### config.mk
export PLATFORM = sky130hd
export DESIGN_NAME = tuner_search_host
export DESIGN_NICKNAME = d
export VERILOG_FILES = /design/src/rtl/tuner_search_host.sv
export SDC_FILE = /design/constraint.sdc
export NUM_CORES = 1
export LEC_CHECK = 0
export CAP_MARGIN = 20
export CORE_UTILIZATION = 40
export CTS_CLUSTER_DIAMETER = 60
export CTS_CLUSTER_SIZE = 28
export DETAILED_ROUTE_END_ITERATION = 7
export PLACE_DENSITY = 0.66
export SYNTH_ARGS = -nofsm -noshare
export SYNTH_HDL_FRONTEND = slang
export SYNTH_SLANG_ARGS = --single-unit
### constraint.sdc
create_clock -name i_clk -period 3.2 [get_ports i_clk]
set_clock_uncertainty 0.1 [all_clocks]
set_input_delay 0.64 -clock i_clk [delete_from_list [all_inputs] [get_ports i_clk]]
set_output_delay 0.64 -clock i_clk [all_outputs]
set_load 0.01 [all_outputs]
### src/rtl/tuner_search_host.sv
// Host side of the tuner search: one lock command triggers sweeps, the host selects a peak and returns a lock result.
// Latency: command to trigger 1 cycle, peaks handshake to lock valid 2 cycles. Failed sweeps retry up to MAX_RETRY times.
// Backpressure: the trigger is held until accepted and the lock result is held stable until i_lock_rdy. Optional macro: TUNER_SEARCH_HOST_MAXPWR_EN.
module tuner_search_host #(
    parameter int DAC_WIDTH      = 8,
    parameter int ADC_WIDTH      = 8,
    parameter int NUM_TARGET     = 4,
    parameter int MAX_RETRY      = 2,
    parameter int TIMEOUT_CYCLES = 4096
) (
    input  logic                                  i_clk,
    input  logic                                  i_rst,
    input  logic                                  i_cmd_val,
    output logic                                  o_cmd_rdy,
    input  logic [$clog2(NUM_TARGET)-1:0]         i_cmd_target_idx,
    output logic                                  o_search_trig_val,
    input  logic                                  i_search_trig_rdy,
    input  logic                                  i_search_peaks_val,
    output logic                                  o_search_peaks_rdy,
    input  logic [NUM_TARGET-1:0][DAC_WIDTH-1:0]  i_search_ring_tune_peaks,
    input  logic [NUM_TARGET-1:0][ADC_WIDTH-1:0]  i_search_pwr_peaks,
    input  logic [$clog2(NUM_TARGET)-1:0]         i_search_peaks_cnt,
    output logic                                  o_lock_val,
    input  logic                                  i_lock_rdy,
    output logic [DAC_WIDTH-1:0]                  o_lock_ring_tune,
    output logic [ADC_WIDTH-1:0]                  o_lock_pwr,
    output logic                                  o_lock_err,
    output logic [$clog2(MAX_RETRY+1)-1:0]        o_mon_retry_cnt
);

    localparam int IW = $clog2(NUM_TARGET);
    localparam int RW = $clog2(MAX_RETRY+1);
    localparam int TW = $clog2(TIMEOUT_CYCLES);
    localparam logic [RW-1:0] RETRY_LAST = RW'(MAX_RETRY);
    localparam logic [TW-1:0] TMO_LAST   = TW'(TIMEOUT_CYCLES-1);

    typedef enum logic [2:0] {IDLE, TRIG, WAIT, SELECT, LOCK} state_t;

    state_t                                 state, state_nxt;
    logic [IW-1:0]                          tgt_idx;
    logic [RW-1:0]                          retry_cnt;
    logic [TW-1:0]                          tmo_cnt;
    logic [NUM_TARGET-1:0][DAC_WIDTH-1:0]   tbl_tune;
    logic [NUM_TARGET-1:0][ADC_WIDTH-1:0]   tbl_pwr;
    logic [IW-1:0]                          tbl_cnt;
    logic [DAC_WIDTH-1:0]                   lock_tune;
    logic [ADC_WIDTH-1:0]                   lock_pwr;
    logic                                   lock_err;

    logic                                   sel_ok;
    logic [DAC_WIDTH-1:0]                   sel_tune;
    logic [ADC_WIDTH-1:0]                   sel_pwr;
    logic                                   sweep_fail;
    logic                                   retry_ok;

    // Peak selection works on the registered table only, so SELECT stays a single cycle.
    always_comb begin
        sel_ok   = tbl_cnt > tgt_idx;
        sel_tune = tbl_tune[tgt_idx];
        sel_pwr  = tbl_pwr[tgt_idx];
`ifdef TUNER_SEARCH_HOST_MAXPWR_EN
        begin
            logic [IW-1:0]        best_idx;
            logic [ADC_WIDTH-1:0] best_pwr;
            best_idx = '0;
            best_pwr = '0;
            // Strict compare keeps the lowest index on ties.
            for (int i = 0; i < NUM_TARGET; i++) begin
                if (i < int'(tbl_cnt) && tbl_pwr[i] > best_pwr) begin
                    best_pwr = tbl_pwr[i];
                    best_idx = IW'(i);
                end
            end
            if (&tgt_idx) begin
                sel_ok   = tbl_cnt != '0;
                sel_tune = tbl_tune[best_idx];
                sel_pwr  = tbl_pwr[best_idx];
            end
        end
`endif
    end

    assign retry_ok = retry_cnt < RETRY_LAST;

    always_comb begin
        state_nxt  = state;
        sweep_fail = 1'b0;
        case (state)
            IDLE:   if (i_cmd_val) state_nxt = TRIG;
            TRIG:   if (i_search_trig_rdy) state_nxt = WAIT;
            WAIT: begin
                // A table arriving on the last timeout cycle still counts.
                if (i_search_peaks_val)    state_nxt  = SELECT;
                else if (tmo_cnt == TMO_LAST) sweep_fail = 1'b1;
            end
            SELECT: begin
                if (sel_ok) state_nxt  = LOCK;
                else        sweep_fail = 1'b1;
            end
            LOCK:   if (i_lock_rdy) state_nxt = IDLE;
            default: state_nxt = IDLE;
        endcase
        if (sweep_fail) state_nxt = retry_ok ? TRIG : LOCK;
    end

    always_ff @(posedge i_clk) begin
        if (i_rst) begin
            state     <= IDLE;
            tgt_idx   <= '0;
            retry_cnt <= '0;
            tmo_cnt   <= '0;
            tbl_tune  <= '0;
            tbl_pwr   <= '0;
            tbl_cnt   <= '0;
            lock_tune <= '0;
            lock_pwr  <= '0;
            lock_err  <= 1'b0;
        end else begin
            state <= state_nxt;
            case (state)
                IDLE: begin
                    if (i_cmd_val) begin
                        tgt_idx   <= i_cmd_target_idx;
                        retry_cnt <= '0;
                    end
                end
                TRIG: if (i_search_trig_rdy) tmo_cnt <= '0;
                WAIT: begin
                    if (i_search_peaks_val) begin
                        tbl_tune <= i_search_ring_tune_peaks;
                        tbl_pwr  <= i_search_pwr_peaks;
                        tbl_cnt  <= i_search_peaks_cnt;
                    end else begin
                        tmo_cnt <= tmo_cnt + TW'(1);
                    end
                end
                SELECT: begin
                    if (sel_ok) begin
                        lock_tune <= sel_tune;
                        lock_pwr  <= sel_pwr;
                        lock_err  <= 1'b0;
                    end
                end
                default: ;
            endcase
            if (sweep_fail) begin
                if (retry_ok) begin
                    retry_cnt <= retry_cnt + RW'(1);
                end else begin
                    lock_tune <= '0;
                    lock_pwr  <= '0;
                    lock_err  <= 1'b1;
                end
            end
        end
    end

    assign o_cmd_rdy          = (state == IDLE);
    assign o_search_trig_val  = (state == TRIG);
    assign o_search_peaks_rdy = (state == WAIT);
    assign o_lock_val         = (state == LOCK);
    assign o_lock_ring_tune   = lock_tune;
    assign o_lock_pwr         = lock_pwr;
    assign o_lock_err         = lock_err;
    assign o_mon_retry_cnt    = retry_cnt;

endmodule
==> results.toml <==
[synth]
netlist_area_sq_um = 4350
postSynthAreaPerCell_sq_um = 8.89
netlist_instances = 489
netlist-cell-type-count = 43
synth.mux.area_fraction = 0.127
synth_xor_xnor_area_share = 0.0161
synth_edf_count = 0
synth_top_family_by_area = "simple AND/OR/NAND/NOR gates"
synth_area_leaders = "dfxtp_1 (47%), nand2_1 (12%), a21oi_1 (8.3%)"
synthFlopType = "dfxtp_1"
syn-num-nets = 566
synth-simple-area-share = 0.206
async_reset_ff_frac = 0
synth_top_area_cell = "dfxtp_1"
synth_seq_cells = 102
yosys_warnings = 0
synth_commonest_cells = "nand2_1 (142), dfxtp_1 (102), a21oi_1 (72), nor3_1 (20), mux2i_1 (18)"
synth_fa_ha_area_frac = 0.00864
yosysSeqAreaShare = 0.470
synth_top_area_frac = 0.470
synth.most_common_cell = "nand2_1"
synth_compound_area_frac = 0.126

[setup_path]
cp_top_family = "buffers and inverters"
r2r_slack_ns = 1.03
worstReg2RegStart = "state[1]$_SDFFE_PP0P_"
end_kind = "output pin"
critPathRequiredTime_ns = 2.46
path_class = "register to output pin"
ff2ff_path_depth = 5
critPathArrivalTime_ns = 1.96
slowest_delay_ns = 0.69
crit_chain = "inv_1 -> nor3_1 -> clkdlybuf4s50_1"
cp_slowest_cell = "dfxtp_1"
worstReg2RegEnd = "tbl_pwr[26]$_SDFFE_PP0P_"
crit_fanout = 15
crit_buf_inv = 2
worstSetupStartpointType = "register"

[timing]
fmax_mhz = 370
tightest_slew_ns = 0.642
fin_tns_setup_ns = 0
finalCritPeriodShare = 0.844
rsz0062_at_grt = "false"
layout_setup_ws_ns = 0.501
finalCriticalPeriod_ns = 2.70
slew_headroom = 0.569
hold_viol = 0
setup_viol = 0
drv_slew = 0

[cells_and_area]
design_area_sq_um = 5580
fin_util = 0.536
fillers = 1002
area_delta_synth_final_pct = 28.5
drive_gt1_frac = 0.0852
diodes = 0
nNetsFinal = 647

[global_route]
grt_pass1_vias = 3417
grt.overflow.total = 0
grt_first_pass_wirelength_mm = 16.6
grt.total_usage = 0.188
antenna_found_initial = 0
grt_max_degree = 67

[power_and_ir_drop]
leakagePower_uw = 0.00198
power_uw = 2380
power_density_nw_per_um2 = 427
ir_worst_vdd_v = 0.000181
p_sw_frac = 0.241
power.switching_uw = 575
p_seq_frac = 0.552
internal-power_uw = 1810
power.share.clock = 0.335
p_comb_frac = 0.113

[floorplanning]
core_sq_um = 10400
dieArea_sq_um = 11300
initial_utilization = 0.417
die_w_microns = 106
row_count = 37
ioPinCount = 97
dieHeight_microns = 106

[clock_tree]
clk_pin_slew_ns = 0.09
clock_sinks = 102
clock_path_buffers = 2
cts_buffers = 9
cts_resized = 0
cts-root-buf = "clkbuf_8"
insertion_delay_ns = 0.36
ctsHtreeMaxLevel = 3
cts_hold_buffers = 0
postCtsSetupRepairBufs = 0
cts_tree = "yes"

[min_path]
whs_path_depth = 2
worstHoldStart = "tbl_pwr[1]$_SDFFE_PP0P_"
hold_path_end = "tbl_pwr[1]$_SDFFE_PP0P_"
hp-class = "register to register"

[detailed_routing]
vias_per_cell = 5.13
drc = 0
first_pass_iters = 5
routed-via-count = 3648
drt_wl_total_mm = 10.2
antenna_left = 0
drt_iter0_markers = 137
wl_per_cell_microns = 14.4

[placed_design]
place_area_sq_um = 5390
io_buffers = 96
dp_hpwl_mm = 6.96
place_ws_ns = 0.638
gp_congestion = 0.763

[flow_run]
drv_cap = 0

[run_status]
status = "completed"
## worst max path at each step
stage,from,endpoint,slack (ns),depth (start not counted)
2_1_floorplan,tgt_idx[1]$_SDFFE_PP0P_,o_lock_pwr[4]$_SDFF_PP0_,0.84,10
3_3_place_gp,i_search_peaks_val,o_mon_retry_cnt[0]$_SDFF_PP0_,0.69,5
3_5_place_dp,i_search_peaks_val,tbl_pwr[26]$_SDFFE_PP0P_,0.64,5
4_1_cts,state[0]$_SDFFE_PP0P_,o_search_trig_val,0.48,3
5_1_grt,state[0]$_SDFFE_PP0P_,o_search_trig_val,0.36,3
6_report,state[0]$_SDFFE_PP0P_,o_search_trig_val,0.50,3
## cells by family after synthesis
logic type	count (synthesis)
AOI/OAI and AO/OA	98
xor gates and xnor gates	8
adders and majority gates	3
buffers and inverters	41
DFF	102
muxes	35
and+or+nand+nor	202
## state kept, by name, summed over array words and instances, names as in the netlist
name,flops
tbl_pwr,32
tbl_tune,32
tmo_cnt,12
o_lock_pwr,8
o_lock_ring_tune,8
state,3
o_mon_retry_cnt,2
tbl_cnt,2
tgt_idx,2
o_lock_err,1
## routing by layer
metal	track usage	wire length [microns]	vias up
li1	-	-	1843
met1	0.250	4660	1710
met2	0.307	4970	81
met3	0.0258	449	14
met4	0.0734	162	0
met5	0	0	-
## cell usage in the layout, fill, tap and decap left out, types with 5 or more instances in the layout
master	synthesis	routed
nor2_1	14	14
nand2_1	142	141
buf_4	8	7
mux4_2	16	16
dfxtp_1	102	102
o211ai_1	5	5
inv_1	6	6
xor2_1	8	8
mux2i_1	18	18
o21ai_0	9	9
clkdlybuf4s50_1	0	95
nor3_1	20	20
clkbuf_8	0	9
a21oi_1	72	72
## worst register-to-register path, cell delays in order, from the launching register on
cell     delay, ns
dfxtp_1       0.53
nor3b_2       0.36
and2_2        0.61
buf_12        0.29
nand2_1       0.08
a21oi_1       0.14
## metrics by stage
stage               hold WS, ns  cells
floorplan                 0.333    489
global placement          0.340    695
detailed placement        0.343    695
CTS                       0.357    711
global route              0.379    711
finish                    0.357    711
## final cells by class
class	count	area, sq um	area share
clock inverter	4	55.1	0.00986
inverter	6	22.5	0.00403
clock buffer	12	135	0.0242
multi-input combinational	346	2110	0.378
timing repair buffer	105	1050	0.188
sequential	102	2040	0.366
tap	136	170	0.0305
## power groups by stage
stage          combinational [uW]  clock (uW)  sequential, uW
2_1_floorplan                 143           0            1340
3_3_place_gp                  268           0            1340
3_5_place_dp                  270           0            1350
4_1_cts                       271         819            1320
5_1_grt                       293         866            1320
6_report                      269         798            1320
Note: power is estimated with default switching activity, not from simulation.
